$ cat config.mk
export PLATFORM = sky130hd
export DESIGN_NAME = mux_bit_sequencer
export DESIGN_NICKNAME = d
export VERILOG_FILES = /design/src/rtl/mux_bit_sequencer.sv
export SDC_FILE = /design/constraint.sdc
export NUM_CORES = 1
export LEC_CHECK = 0
export BUFFER_PORTS_ARGS = -buffer_cell sky130_fd_sc_hd__buf_2
export CAP_MARGIN = 10
export CORE_MARGIN = 5
export CORE_UTILIZATION = 47
export DETAILED_ROUTE_END_ITERATION = 10
export HOLD_SLACK_MARGIN = 0.03
export PLACE_DENSITY = 0.85
export SLEW_MARGIN = 40
export SYNTH_ARGS = -nofsm -noshare
export SYNTH_HDL_FRONTEND = slang
export SYNTH_SLANG_ARGS = --single-unit
$ cat constraint.sdc
create_clock -name clk -period 1.85 [get_ports clk]
set_clock_uncertainty 0.1 [all_clocks]
set_input_delay 0.0925 -clock clk [delete_from_list [all_inputs] [get_ports clk]]
set_output_delay 0.0925 -clock clk [all_outputs]
set_load 0.005 [all_outputs]
$ cat src/rtl/mux_bit_sequencer.sv
// Upstream driver for an 8:1 bit-select mux: latches a byte on a valid/ready handshake,
// then walks the select through all 8 positions, holding each for BIT_CYCLES clocks.
module mux_bit_sequencer #(
  parameter int BIT_CYCLES = 4,
  parameter bit MSB_FIRST  = 1'b0,
  parameter int GAP_CYCLES = 0
) (
  input  logic       clk,
  input  logic       rst,
  input  logic       in_valid,
  input  logic [7:0] in_data,
  output logic       in_ready,
  output logic [7:0] data_in,
  output logic [2:0] s,
  output logic       en_0,
  output logic       bit_strobe,
  output logic       done
);

  typedef enum logic [1:0] {IDLE, SHIFT, GAP} state_t;

  localparam logic [7:0] CYC_LAST = 8'(BIT_CYCLES - 1);
  localparam logic [7:0] GAP_LAST = 8'(GAP_CYCLES - 1);
  localparam logic [2:0] S_FIRST  = MSB_FIRST ? 3'd7 : 3'd0;

  state_t     state, state_nxt;
  logic [7:0] cyc_cnt, cyc_cnt_nxt;
  logic [7:0] gap_cnt, gap_cnt_nxt;
  logic [2:0] bit_cnt, bit_cnt_nxt;
  logic       in_ready_nxt, en_0_nxt, bit_strobe_nxt, done_nxt;
  logic [7:0] data_in_nxt;
  logic [2:0] s_nxt;

  always_comb begin
    state_nxt      = state;
    cyc_cnt_nxt    = cyc_cnt;
    gap_cnt_nxt    = gap_cnt;
    bit_cnt_nxt    = bit_cnt;
    in_ready_nxt   = in_ready;
    data_in_nxt    = data_in;
    s_nxt          = s;
    en_0_nxt       = en_0;
    bit_strobe_nxt = 1'b0;
    done_nxt       = 1'b0;
    case (state)
      IDLE: begin
        in_ready_nxt = 1'b1;
        en_0_nxt     = 1'b0;
        // in_ready is registered, so the first post-reset cycle never accepts
        if (in_valid && in_ready) begin
          data_in_nxt    = in_data;
          s_nxt          = S_FIRST;
          en_0_nxt       = 1'b1;
          bit_strobe_nxt = 1'b1;
          in_ready_nxt   = 1'b0;
          cyc_cnt_nxt    = '0;
          bit_cnt_nxt    = '0;
          state_nxt      = SHIFT;
        end
      end
      SHIFT: begin
        if (cyc_cnt == CYC_LAST) begin
          cyc_cnt_nxt = '0;
          if (bit_cnt == 3'd7) begin
            // last bit done: S and DATA_IN stay put for the mux
            en_0_nxt = 1'b0;
            done_nxt = 1'b1;
            if (GAP_CYCLES == 0) begin
              in_ready_nxt = 1'b1;
              state_nxt    = IDLE;
            end else begin
              gap_cnt_nxt = '0;
              state_nxt   = GAP;
            end
          end else begin
            s_nxt          = MSB_FIRST ? s - 3'd1 : s + 3'd1;
            bit_cnt_nxt    = bit_cnt + 3'd1;
            bit_strobe_nxt = 1'b1;
          end
        end else begin
          cyc_cnt_nxt = cyc_cnt + 8'd1;
        end
      end
      GAP: begin
        if (gap_cnt == GAP_LAST) begin
          in_ready_nxt = 1'b1;
          state_nxt    = IDLE;
        end else begin
          gap_cnt_nxt = gap_cnt + 8'd1;
        end
      end
      default: state_nxt = IDLE;
    endcase
  end

  always_ff @(posedge clk) begin
    if (rst) begin
      state      <= IDLE;
      cyc_cnt    <= '0;
      gap_cnt    <= '0;
      bit_cnt    <= '0;
      in_ready   <= 1'b0;
      data_in    <= '0;
      s          <= '0;
      en_0       <= 1'b0;
      bit_strobe <= 1'b0;
      done       <= 1'b0;
    end else begin
      state      <= state_nxt;
      cyc_cnt    <= cyc_cnt_nxt;
      gap_cnt    <= gap_cnt_nxt;
      bit_cnt    <= bit_cnt_nxt;
      in_ready   <= in_ready_nxt;
      data_in    <= data_in_nxt;
      s          <= s_nxt;
      en_0       <= en_0_nxt;
      bit_strobe <= bit_strobe_nxt;
      done       <= done_nxt;
    end
  end

endmodule

==> results.py <==
metrics = {
    "power": {
        "power_leakage_uw": 0.0006596,
        "ir_drop_mv": 0.5202,
        "sw_frac_of_total": 0.2687,
        "power_frac_comb": 0.144,
        "power_uw": 1036,
        "p_seq_frac": 0.601,
        "power_density_nw_per_um2": 692.3,
        "p_sw_uw": 278.3,
        "p_int_uw": 757.6,
        "clkPwrFrac": 0.256,
    },
    "synth": {
        "ys_seq_area_frac": 0.4635,
        "avgSynthCellArea_sq_um": 8.834,
        "synth_fp_nets": 147,
        "netlist_area_sq_um": 1166,
        "ys_seq_elements": 27,
        "synth_edf_count": 0,
        "yosysWarnings": 0,
        "async_flop_share": 0,
        "synth_cells": 132,
        "synthFlopType": "dfxtp_1",
        "synth_cell_types": 33,
    },
    "setup_path": {
        "end_kind": "flop",
        "crit_chain": "ha_1 > or4b_4 > o21ai_4 > nand2_4 > a32o_1",
        "cp.depth": 5,
        "worstPathArrival_ns": 1.94,
        "cp_data_required_time_ns": 2.00,
        "crit_start": "cyc_cnt[1]$_SDFFE_PP0P_",
        "crit_buf_inv": 0,
        "endpoint": "s[0]$_SDFFE_PP0P_",
        "start_kind": "flop",
        "cpLargestDelayFamily": "simple AND/OR/NAND/NOR gates",
        "slowest_stage": "or4b_4",
        "critPathKind": "reg -> reg",
        "r2r_start": "cyc_cnt[1]$_SDFFE_PP0P_",
        "rrSetupSlack_ns": 0.06,
        "r2r_end": "s[0]$_SDFFE_PP0P_",
        "max_stage_delay_ns": 0.50,
        "reg2reg_depth": 5,
        "crit_fanout": 6,
    },
    "sta": {
        "relSlewSlack": 0.5967,
        "fmax_mhz": 557.5,
        "whs_ns": 0.1209,
        "fin_crit_sh": 0.9696,
        "hold_viol": 0,
        "setup_viol": 0,
        "slew_violations": 0,
        "tightest_slew_ns": 0.6027,
        "period_needed_ns": 1.794,
    },
    "placement": {
        "placed_area_sq_um": 1359,
        "gp_congestion": 0.8498,
        "dpl.hpwl_mm": 1.835,
        "dp_cells": 189,
        "io_buffers": 25,
    },
    "routing": {
        "wire_per_inst_um": 14.40,
        "ant_nets": 0,
        "vias_per_cell": 5.463,
        "initialDrtViolationCount": 48,
        "dr.pass1.iters": 4,
        "post-route-drc-count": 0,
        "vias": 1109,
        "totalWireLength_mm": 2.923,
    },
    "grt": {
        "grt_max_degree": 21,
        "grt_first_pass_wirelength_mm": 4.609,
        "gr-total-overflow": 0,
        "antenna_found_initial": 0,
        "grt_pass1_vias": 1091,
        "grt_use_total": 0.1695,
    },
    "finish": {
        "final_layout_size_suffix_gt1_frac": 0.2486,
        "num-fill-cells": 197,
        "multiInputGateArea_sq_um": 610.6,
        "nets": 189,
        "synthToLayoutAreaGrowth_pct": 28.33,
        "fin_area_sq_um": 1496,
        "diodes": 0,
        "final-seq-area_sq_um": 543.0,
        "instances_no_fill": 203,
    },
    "floorplan": {
        "chipWidth_um": 59.81,
        "fp.dieH_um": 59.81,
        "dieArea_sq_um": 3577,
        "start_util": 0.4794,
        "rows": 18,
        "core_sq_um": 2432,
        "io_pins": 26,
    },
    "run_status": {
        "outcome": "finished, final reports clean",
    },
    "clock_network": {
        "root_buffer": "clkbuf_4",
        "path_clk_slew_ns": 0.15,
        "cts-buffers-inserted": 3,
        "htree_levels": 1,
        "cts_tree": "built",
        "insertion_delay_ns": 0.33,
        "clockBufferDepth": 2,
        "cts.sink_count": 27,
    },
    "flow_run": {
        "maxCapViolCount": 0,
    },
    "hold_path": {
        "hold_path_class": "in -> reg",
    },
}
worst min-delay path by stage:
stage | start | to | slack [ns] | cells after the start
after detailed placement | in_data[7] | data_in[7]$_SDFFE_PP0P_ | 0.24 | 3
after global routing | in_valid | en_0$_SDFFE_PP0P_ | 0.15 | 4
after CTS | in_valid | data_in[3]$_SDFFE_PP0P_ | 0.1 | 5
final | in_valid | cyc_cnt[0]$_SDFFE_PP0P_ | 0.12 | 4
after floorplan | in_data[0] | data_in[0]$_SDFFE_PP0P_ | 0.13 | 2
after global placement | in_data[2] | data_in[2]$_SDFFE_PP0P_ | 0.23 | 3
flip-flops by register name, summed over array words and instances (netlist names):
signal	count
bit_cnt	3
bit_strobe	1
cyc_cnt	8
data_in	8
done	1
en_0	1
in_ready	1
s	3
state	1
cell families (layout without fill, tap and decap cells):
kind of cell,Yosys count,count (layout),share of synthesized area
AO/OA/AOI/OAI,28,28,0.1642
AND/OR/NAND/NOR,61,61,0.2597
flip-flops,27,27,0.4635
buffers and inverters,6,47,0.01931
multiplexers,5,5,0.04292
XOR/XNOR,1,1,0.007512
adder cells (fa/ha/maj),4,4,0.04292
timing repair:
action	in CTS	in global routing
endpoints found under the setup margin	0	4
gates resized for setup	0	3
endpoints found under the hold margin	11	0
buffers inserted	0	1
hold buffers	9	0
cell usage in the layout, fill, tap and decap left out, types with 2 or more instances in the layout:
cell	n
o22a_1	2
a21oi_1	14
nor2_1	5
nor3_1	4
or3_1	2
clkbuf_4	3
a31oi_1	2
nand3b_1	2
or2_1	2
dlygate4sd3_1	9
ha_1	4
buf_2	25
mux2i_1	5
nand2_1	29
nor2b_1	3
dfxtp_1	25
dfxtp_2	2
nand3_1	7
buf_4	7
o21ai_4	2
inv_1	2
a32o_1	2
worst reg2reg max path, delay by kind of cell (launching register included):
family          cells  cell delay, ns
fa+ha+maj           1            0.15
compound gates      2            0.49
simple gates        2            0.61
flops               1            0.36
power groups by stage:
| stage | logic [uW] | clock network, uW | registers [uW] |
|---|---|---|---|
| finish | 149 | 265 | 622 |
| global route | 162 | 296 | 626 |
| CTS | 141 | 279 | 621 |
| detailed placement | 126 | 0 | 634 |
| global placement | 121 | 0 | 632 |
| floorplan | 80.1 | 0 | 630 |
synthesized netlist by cell type, drive strengths merged (3+ instances only):
cell type / n / share of area
nand2: 30 / 0.10
dfxtp: 27 / 0.46
a21oi: 14 / 0.060
nand3: 7 / 0.030
mux2i: 5 / 0.043
nor2: 5 / 0.016
clkbuf: 4 / 0.013
ha: 4 / 0.043
nor3: 4 / 0.017
nor2b: 3 / 0.016
o21ai: 3 / 0.026
routing by layer:
| metal | vias up | share of wire | track usage |
|---|---|---|---|
| li1 | 546 | - | - |
| met1 | 519 | 0.38 | 0.1834 |
| met2 | 37 | 0.56 | 0.2978 |
| met3 | 7 | 0.039 | 0.02808 |
| met4 | 0 | 0.025 | 0.1139 |
| met5 | - | 0 | 0 |
stage by stage:
| step | setup WS [ns] | util | TNS (ns) |
|---|---|---|---|
| after global routing | -0.003517 | 0.6152 | -0.003517 |
| final | 0.05627 | 0.6152 | 0 |
| after detailed placement | 0.03633 | 0.5586 | 0 |
| after floorplan | 0.04712 | - | 0 |
| after global placement | 0.06906 | 0.5586 | 0 |
| after CTS | 0.01026 | 0.6080 | 0 |
cell type report:
class	instances	area share
clock buffer	3	0.01505
clock inverter	1	0.005017
inverter	2	0.005017
multi-input combinational	99	0.4080
sequential	27	0.3629
tap	30	0.02508
timing repair buffer	41	0.1789
No activity file was read; power rests on OpenSTA's default activity.
